==> src/rtl/spi_flash_arbiter.sv <==
// spi_flash_arbiter
// Owns the SPI flash pins and shares them between an instruction-fetch port
// (16-bit words) and a constant-data port (bytes). Each request becomes one
// mode-0 READ (0x03) transaction: 8-bit command, 24-bit address, then 16 or
// 8 read bits. Simultaneous requests are served round-robin.
//
// Ports:
//   clk, rst            system clock, synchronous active-high reset
//   if_req/if_addr      fetch request (level) and word address
//   if_rdata/if_ready   fetched word (first byte in [15:8]), 1-cycle pulse
//   d_req/d_addr        data request (level) and byte address
//   d_rdata/d_ready     fetched byte, 1-cycle pulse
//   busy                high whenever the FSM is not idle
//   spi_cs/sclk/mosi    flash outputs (cs active low, sclk idle low)
//   spi_miso            flash serial input
module spi_flash_arbiter #(
  parameter int          CLK_DIV   = 1,
  parameter logic [23:0] DATA_BASE = 24'h010000
) (
  input  logic        clk,
  input  logic        rst,
  input  logic        if_req,
  input  logic [15:0] if_addr,
  output logic [15:0] if_rdata,
  output logic        if_ready,
  input  logic        d_req,
  input  logic [7:0]  d_addr,
  output logic [7:0]  d_rdata,
  output logic        d_ready,
  output logic        busy,
  output logic        spi_cs,
  output logic        spi_sclk,
  output logic        spi_mosi,
  input  logic        spi_miso
);

  typedef enum logic [1:0] {IDLE, XFER, DONE} state_e;

  localparam logic [3:0] DIV_M1 = 4'(CLK_DIV - 1);

  state_e      state_q, state_d;
  logic        gnt_data_q;   // port owning the current transaction
  logic        last_data_q;  // port of the most recent grant
  logic [5:0]  bit_q;        // index of the bit currently on the wire
  logic [3:0]  div_q;        // clk count within the current SCLK phase
  logic        hi_q;         // current SCLK phase (0 low, 1 high)
  logic [31:0] tx_q;         // command + address, MSB on the wire
  logic [15:0] rx_q;
  logic [15:0] if_rdata_q;
  logic [7:0]  d_rdata_q;
  logic        if_ready_q, d_ready_q;

  logic pick_data, div_end, bit_end, last_bit;

  always_comb begin
    // Fetch wins unless only data requests, or data did not get the last grant.
    pick_data = d_req & (~if_req | ~last_data_q);
    div_end   = (div_q == DIV_M1);
    bit_end   = div_end & hi_q;
    last_bit  = (bit_q == (gnt_data_q ? 6'd39 : 6'd47));
    state_d   = state_q;
    case (state_q)
      IDLE:    if (if_req | d_req) state_d = XFER;
      XFER:    if (bit_end & last_bit) state_d = DONE;
      DONE:    state_d = IDLE;
      default: state_d = IDLE;
    endcase
  end

  always_ff @(posedge clk) begin
    if (rst) begin
      state_q     <= IDLE;
      gnt_data_q  <= 1'b0;
      last_data_q <= 1'b1;
      bit_q       <= '0;
      div_q       <= '0;
      hi_q        <= 1'b0;
      tx_q        <= '0;
      rx_q        <= '0;
      if_rdata_q  <= '0;
      d_rdata_q   <= '0;
      if_ready_q  <= 1'b0;
      d_ready_q   <= 1'b0;
    end else begin
      state_q    <= state_d;
      if_ready_q <= 1'b0;
      d_ready_q  <= 1'b0;
      case (state_q)
        IDLE: if (if_req | d_req) begin
          gnt_data_q  <= pick_data;
          last_data_q <= pick_data;
          // Data addresses wrap modulo 2^24 (self-determined 24-bit add).
          tx_q  <= {8'h03, pick_data ? DATA_BASE + {16'h0, d_addr}
                                     : {7'h0, if_addr, 1'b0}};
          bit_q <= '0;
          div_q <= '0;
          hi_q  <= 1'b0;
        end
        XFER: begin
          div_q <= div_end ? 4'd0 : div_q + 4'd1;
          if (div_end) begin
            hi_q <= ~hi_q;
            if (hi_q) begin
              // End of high phase: sample MISO, advance to the next bit.
              // Zeros shifted into tx keep MOSI low through the read bits.
              bit_q <= bit_q + 6'd1;
              tx_q  <= {tx_q[30:0], 1'b0};
              if (bit_q >= 6'd32) rx_q <= {rx_q[14:0], spi_miso};
            end
          end
        end
        DONE: begin
          if (gnt_data_q) begin
            d_rdata_q <= rx_q[7:0];
            d_ready_q <= 1'b1;
          end else begin
            if_rdata_q <= rx_q;
            if_ready_q <= 1'b1;
          end
        end
        default: ;
      endcase
    end
  end

  assign spi_cs   = (state_q != XFER);
  assign spi_sclk = (state_q == XFER) & hi_q;
  assign spi_mosi = (state_q == XFER) & tx_q[31];
  assign busy     = (state_q != IDLE);
  assign if_rdata = if_rdata_q;
  assign if_ready = if_ready_q;
  assign d_rdata  = d_rdata_q;
  assign d_ready  = d_ready_q;

endmodule

==> config.mk <==
export PLATFORM = sky130hd
export DESIGN_NAME = spi_flash_arbiter
export DESIGN_NICKNAME = d
export VERILOG_FILES = /design/src/rtl/spi_flash_arbiter.sv
export SDC_FILE = /design/constraint.sdc
export NUM_CORES = 1
export LEC_CHECK = 0
export BUFFER_PORTS_ARGS = -buffer_cell sky130_fd_sc_hd__buf_4
export CAP_MARGIN = 10
export CORE_ASPECT_RATIO = 1.1
export CORE_UTILIZATION = 45
export DETAILED_ROUTE_END_ITERATION = 7
export PLACE_DENSITY = 0.65
export SYNTH_ARGS = -nofsm -noshare
export SYNTH_HDL_FRONTEND = slang
export SYNTH_SLANG_ARGS = --single-unit
==> constraint.sdc <==
create_clock -name clk -period 3.9 [get_ports clk]
set_input_delay 0.195 -clock clk [delete_from_list [all_inputs] [get_ports clk]]
set_output_delay 0.195 -clock clk [all_outputs]
set_load 0.02 [all_outputs]
After elaboration in Yosys (flattened, before gate mapping). Cells that the tools add are included. Widths: inputs -> output; s select.

Bitwise logic cells: 12. Reduce and logical (&&, ||, !) cells: 13. Equal/unequal tests: 8. $lt $le $gt $ge: 1. Multiplexer cells: 21. Add/subtract/negate cells: 3.

Operators by type and width (count): $mux 32 (3); $pmux 32 s2 (1); $add 17x8->18 const A (1); $mux 18 (1); $mux 6 (3); $mux 4 (3); $pmux 6 s2 (1); $reduce_and 2->1 (5); $ne 2x2->1 const B (4); $pmux 4 s2 (1); $reduce_and 4->1 (2); $add 6x1->6 const B (1); $eq 6x6->1 (1); $ge 6x6->1 const B (1); $and 1x1->1 (5); $not 1->1 (5); $add 4x1->4 const B (1); $logic_not 4->1 (1); $mux 1 (4); $mux 2 (2); $pmux 2 s2 (1); $reduce_bool 2->1 (2); $reduce_and 3->1 (1); $eq 2x1->1 const B (1); 6 further kinds (7).

Register bits: 89. Input port bits: 29.

Logic depth before layout (Yosys ltp).
Depth after elaboration: 6. Mapped depth: 8. Depth with buffers taken out: 6.

Least setup slack after synthesis. OpenSTA, ideal clock, no wires.

Path kind: register -> register. From: register div_q[0]. To: register tx_q[1]. Setup time: 117 ps. Path buffers: 2. Path slack: 2259 ps. Arrival: 1524 ps. Stages on the path, launching flop included: 9. Cell sequence: dfxtp_1 inv_1 ha_1 nor3b_2 buf_4 a32oi_2 buf_6 nor2_1 a22o_1.

Longest elaborated chain between the ends: 3.

Ends and longest elaborated chain: start, declared (line 45) `logic [3:0] div_q;`; start signal, assigned (line 100) `div_q <= div_end ? 4'd0 : div_q + 4'd1;`; $logic_not 4->1 (line 58) `div_end = (div_q == DIV_M1);`; $ne 2x2->1 (no source line); $reduce_and 4->1 (no source line); end signal, assigned (line 93) `tx_q <= {8'h03, pick_data ? DATA_BASE + {16'h0, d_addr}`; end signal, assigned (line 107) `tx_q <= {tx_q[30:0], 1'b0};`; end, declared (line 47) `logic [31:0] tx_q;`.

No other way between the ends. A chain may end at the register's enable or synchronous reset.

Worst setup path in the final report.
From: register div_q[0]. To: register bit_q[1].

Longest elaborated chain between the ends: 3.

Ends and longest elaborated chain: $logic_not 4->1 (line 58); $ne 2x2->1 (no source line); $reduce_and 4->1 (no source line); end signal, assigned (line 106) `bit_q <= bit_q + 6'd1;`; end, declared (line 44) `logic [5:0] bit_q;`.

No other way between the ends.

==> results.yml <==
status:
  status: "finished clean"
cts:
  htree_levels: 3
  cts_tree: "built"
  post_cts_buffers: 0
  postCtsHoldBufs: 0
  cts_buffers: 9
  root_buffer: "clkbuf_8"
  ctsLongestPathBuffers: 2
  clock-sinks: 89
  cts_resized: 0
  clkLatencyLatePin_ns: 0.36
  clkTransAtPathRegs_ns: 0.08
power:
  ir_drop_mv: 0.162
  p_per_area_nw_per_um2: 417
  leakagePower_nw: 1.66
flow_run:
  drv_cap: 0
worst_setup_path:
  start_kind: "flip-flop"
  reg2reg_from: "div_q[0]"
  r2r_end: "bit_q[1]"
  path_cells: "inv_1, ha_1, nor3b_2, nand3_1, nor2_1, a22o_1"
  crit_fanout: 14
  slowest_delay_ns: 0.76
  crit_start: "div_q[0]"
  worstPathRequired_ns: 4.19
  arrival_ns: 2.78
  crit_slowest_cell: "nor2_1"
  crit_path_end_kind: "flip-flop"
  crit_family: "simple AND/OR/NAND/NOR gates"
  rr_worst_depth: 6
  critical_path_class: "flip-flop to flip-flop"
  rrSetupSlack_ns: 1.41
  crit_buf_inv: 1
yosys:
  postSynthNetCount: 431
  syn_area_per_cell_sq_um: 8.71
  synth-seq-cells: 89
  yosysMostFrequentCell: "dfxtp_1"
  synth_edf_count: 0
  ys_warn_count: 0
  synthTopCellsByArea: "dfxtp_1, a21oi_1, nand2_1"
  syn_inst: 398
  ys.flop_type: "dfxtp_1"
  synth_top_cell_by_area: "dfxtp_1"
  yosys-top-cells-count: "dfxtp_1, nand2_1, a21oi_1, nor2_1, a22o_1"
  synthArstFlopShare_pct: 0
  yosysUniqueCellTypes: 43
  synth.top_cell.area_share_pct: 51.4
  yosysSeqAreaShare_pct: 51.4
  syn-cell-area_sq_um: 3470
die:
  dieWidth_um: 85.7
  coreArea_sq_um: 7470
  start_util_pct: 46.4
  design.die.area_sq_um: 8060
  row_count: 33
  die_h_um: 94.1
  ios: 59
routing:
  vias: 2869
  drc: 0
  first_pass_iters: 4
  detail_route.iter0.violations: 129
  wirelength_um: 7000
  ant_nets: 0
  viasPerCell: 5.21
  wire_per_inst_um: 12.7
global_route:
  antenna_found_initial: 0
  grt_max_degree: 60
  grt_most_used_layer: "met2"
  use_met1_pct: 24.0
  met3_usage_pct: 3.34
  grt_use_total_pct: 18.7
  gr-total-overflow: 0
  grt_pass1_wl_um: 12000
  grt_util_met2_pct: 30.3
  grt_pass1_vias: 2637
placed_design:
  gp_congestion: 0.720
  dp_hpwl_um: 4680
  portBuffers: 58
timing:
  tns_ns: 0
  slew_viol_final: 0
  setup_viol: 0
  fmax_mhz: 402
  tightest_slew_ns: 0.977
  hold_viol: 0
  period_share_pct: 63.8
  post-route-min-period_ns: 2.49
  worst_hold_slack_ns: 0.0919
  rsz0062_at_grt: "no"
  relSlewSlack_pct: 34.5
  skew_ns: 0.0129
final_layout:
  n_antenna_cell: 0
  layout.area.seq_sq_um: 1780
  area_growth_pct: 18.9
  multi_input_area_sq_um: 1520
  n_fill_cell: 709
  num-nets-final: 474
  drive_above_1_share_pct: 18.4
worst_hold_path:
  min_path_cells: 3
  hold_class: "input pin to flip-flop"
  hold_start: "spi_miso"
  hold_end: "rx_q[0]"
## placed cells by master, fill, tap and decap left out, drive strengths merged, types with 2 or more instances in the layout
cell type and n:
a211oi 3, a21oi 67, a22o 21, a32oi 2, and3 8, and4 2, buf 60, clkbuf 10
dfxtp 89, ha 4, inv 12, mux2i 8, nand2 77, nand3 6, nand4 2, nor2 30
nor2b 2, nor3 3, o21ai 7, o2bb2ai 9, or2 2, or3 6
## area by class of cell
cell class                      instances  share of cell area, %
Clock buffer                           10                   3.10
Clock inverter                          6                   1.76
Inverter                                9                  0.820
Multi-Input combinational cell        272                   37.0
Sequential cell                        89                   43.2
Tap cell                              105                   3.19
Timing Repair Buffer                   60                   10.9
## worst max-delay path by stage
stage                    end  slack (ns)  cells past startpoint
finish              bit_q[1]        1.41                      6
global route        tx_q[22]        1.15                      6
CTS                 bit_q[1]        1.46                      6
detailed placement  tx_q[26]        1.50                      6
global placement    tx_q[21]        1.62                      6
floorplan            tx_q[1]        2.26                      8
## metal layers
metal	vias to the layer above	part of all wire (%)
li1	1467	-
met1	1334	49
met2	58	46
met3	10	3.4
met4	0	1.7
met5	-	0
## stage by stage
stage          total power, W  util, %  cell area (sq um)  worst slack (ns)  instances
4_1_cts               0.00174     55.1               4120              1.46        551
6_report              0.00172     55.1               4120              1.41        551
3_5_place_dp          0.00111     52.5               3920              1.50        535
3_3_place_gp          0.00111     52.5               3920              1.62        535
5_1_grt               0.00180     55.1               4120              1.15        551
2_1_floorplan         0.00106        -               3470              2.26        398
## sequential cells by signal, indices dropped and copies added (netlist names)
name         cells
last_data_q      1
gnt_data_q       1
rx_q            16
div_q            4
hi_q             1
bit_q            6
state_q          2
tx_q            32
if_ready         1
d_rdata          8
if_rdata        16
d_ready          1
## cell families (layout without fill, tap and decap cells)
logic type	count (synthesis)	count (layout)	synth area share (%)
AND/OR/NAND/NOR	143	143	18.4
buffers and inverters	37	85	4.80
flip-flops	89	89	51.4
AO/OA/AOI/OAI	116	116	21.4
multiplexers	8	8	2.31
XOR/XNOR	1	1	0.253
adder cells (fa/ha/maj)	4	4	1.44
## power breakdown
group,internal [W],switching (W)
logic,0.0000585,0.0000837
registers,0.000930,0.0000149
clock network,0.000304,0.000329
## worst register-to-register path: cells and delay by family, from the launching register on
family / cells / cell delay, ns
AND/OR/NAND/NOR: 3 / 1.62
buffers and inverters: 1 / 0.07
adder cells (fa/ha/maj): 1 / 0.14
AO/OA/AOI/OAI: 1 / 0.25
flip-flops: 1 / 0.36
(Power assumes the default switching activity.)
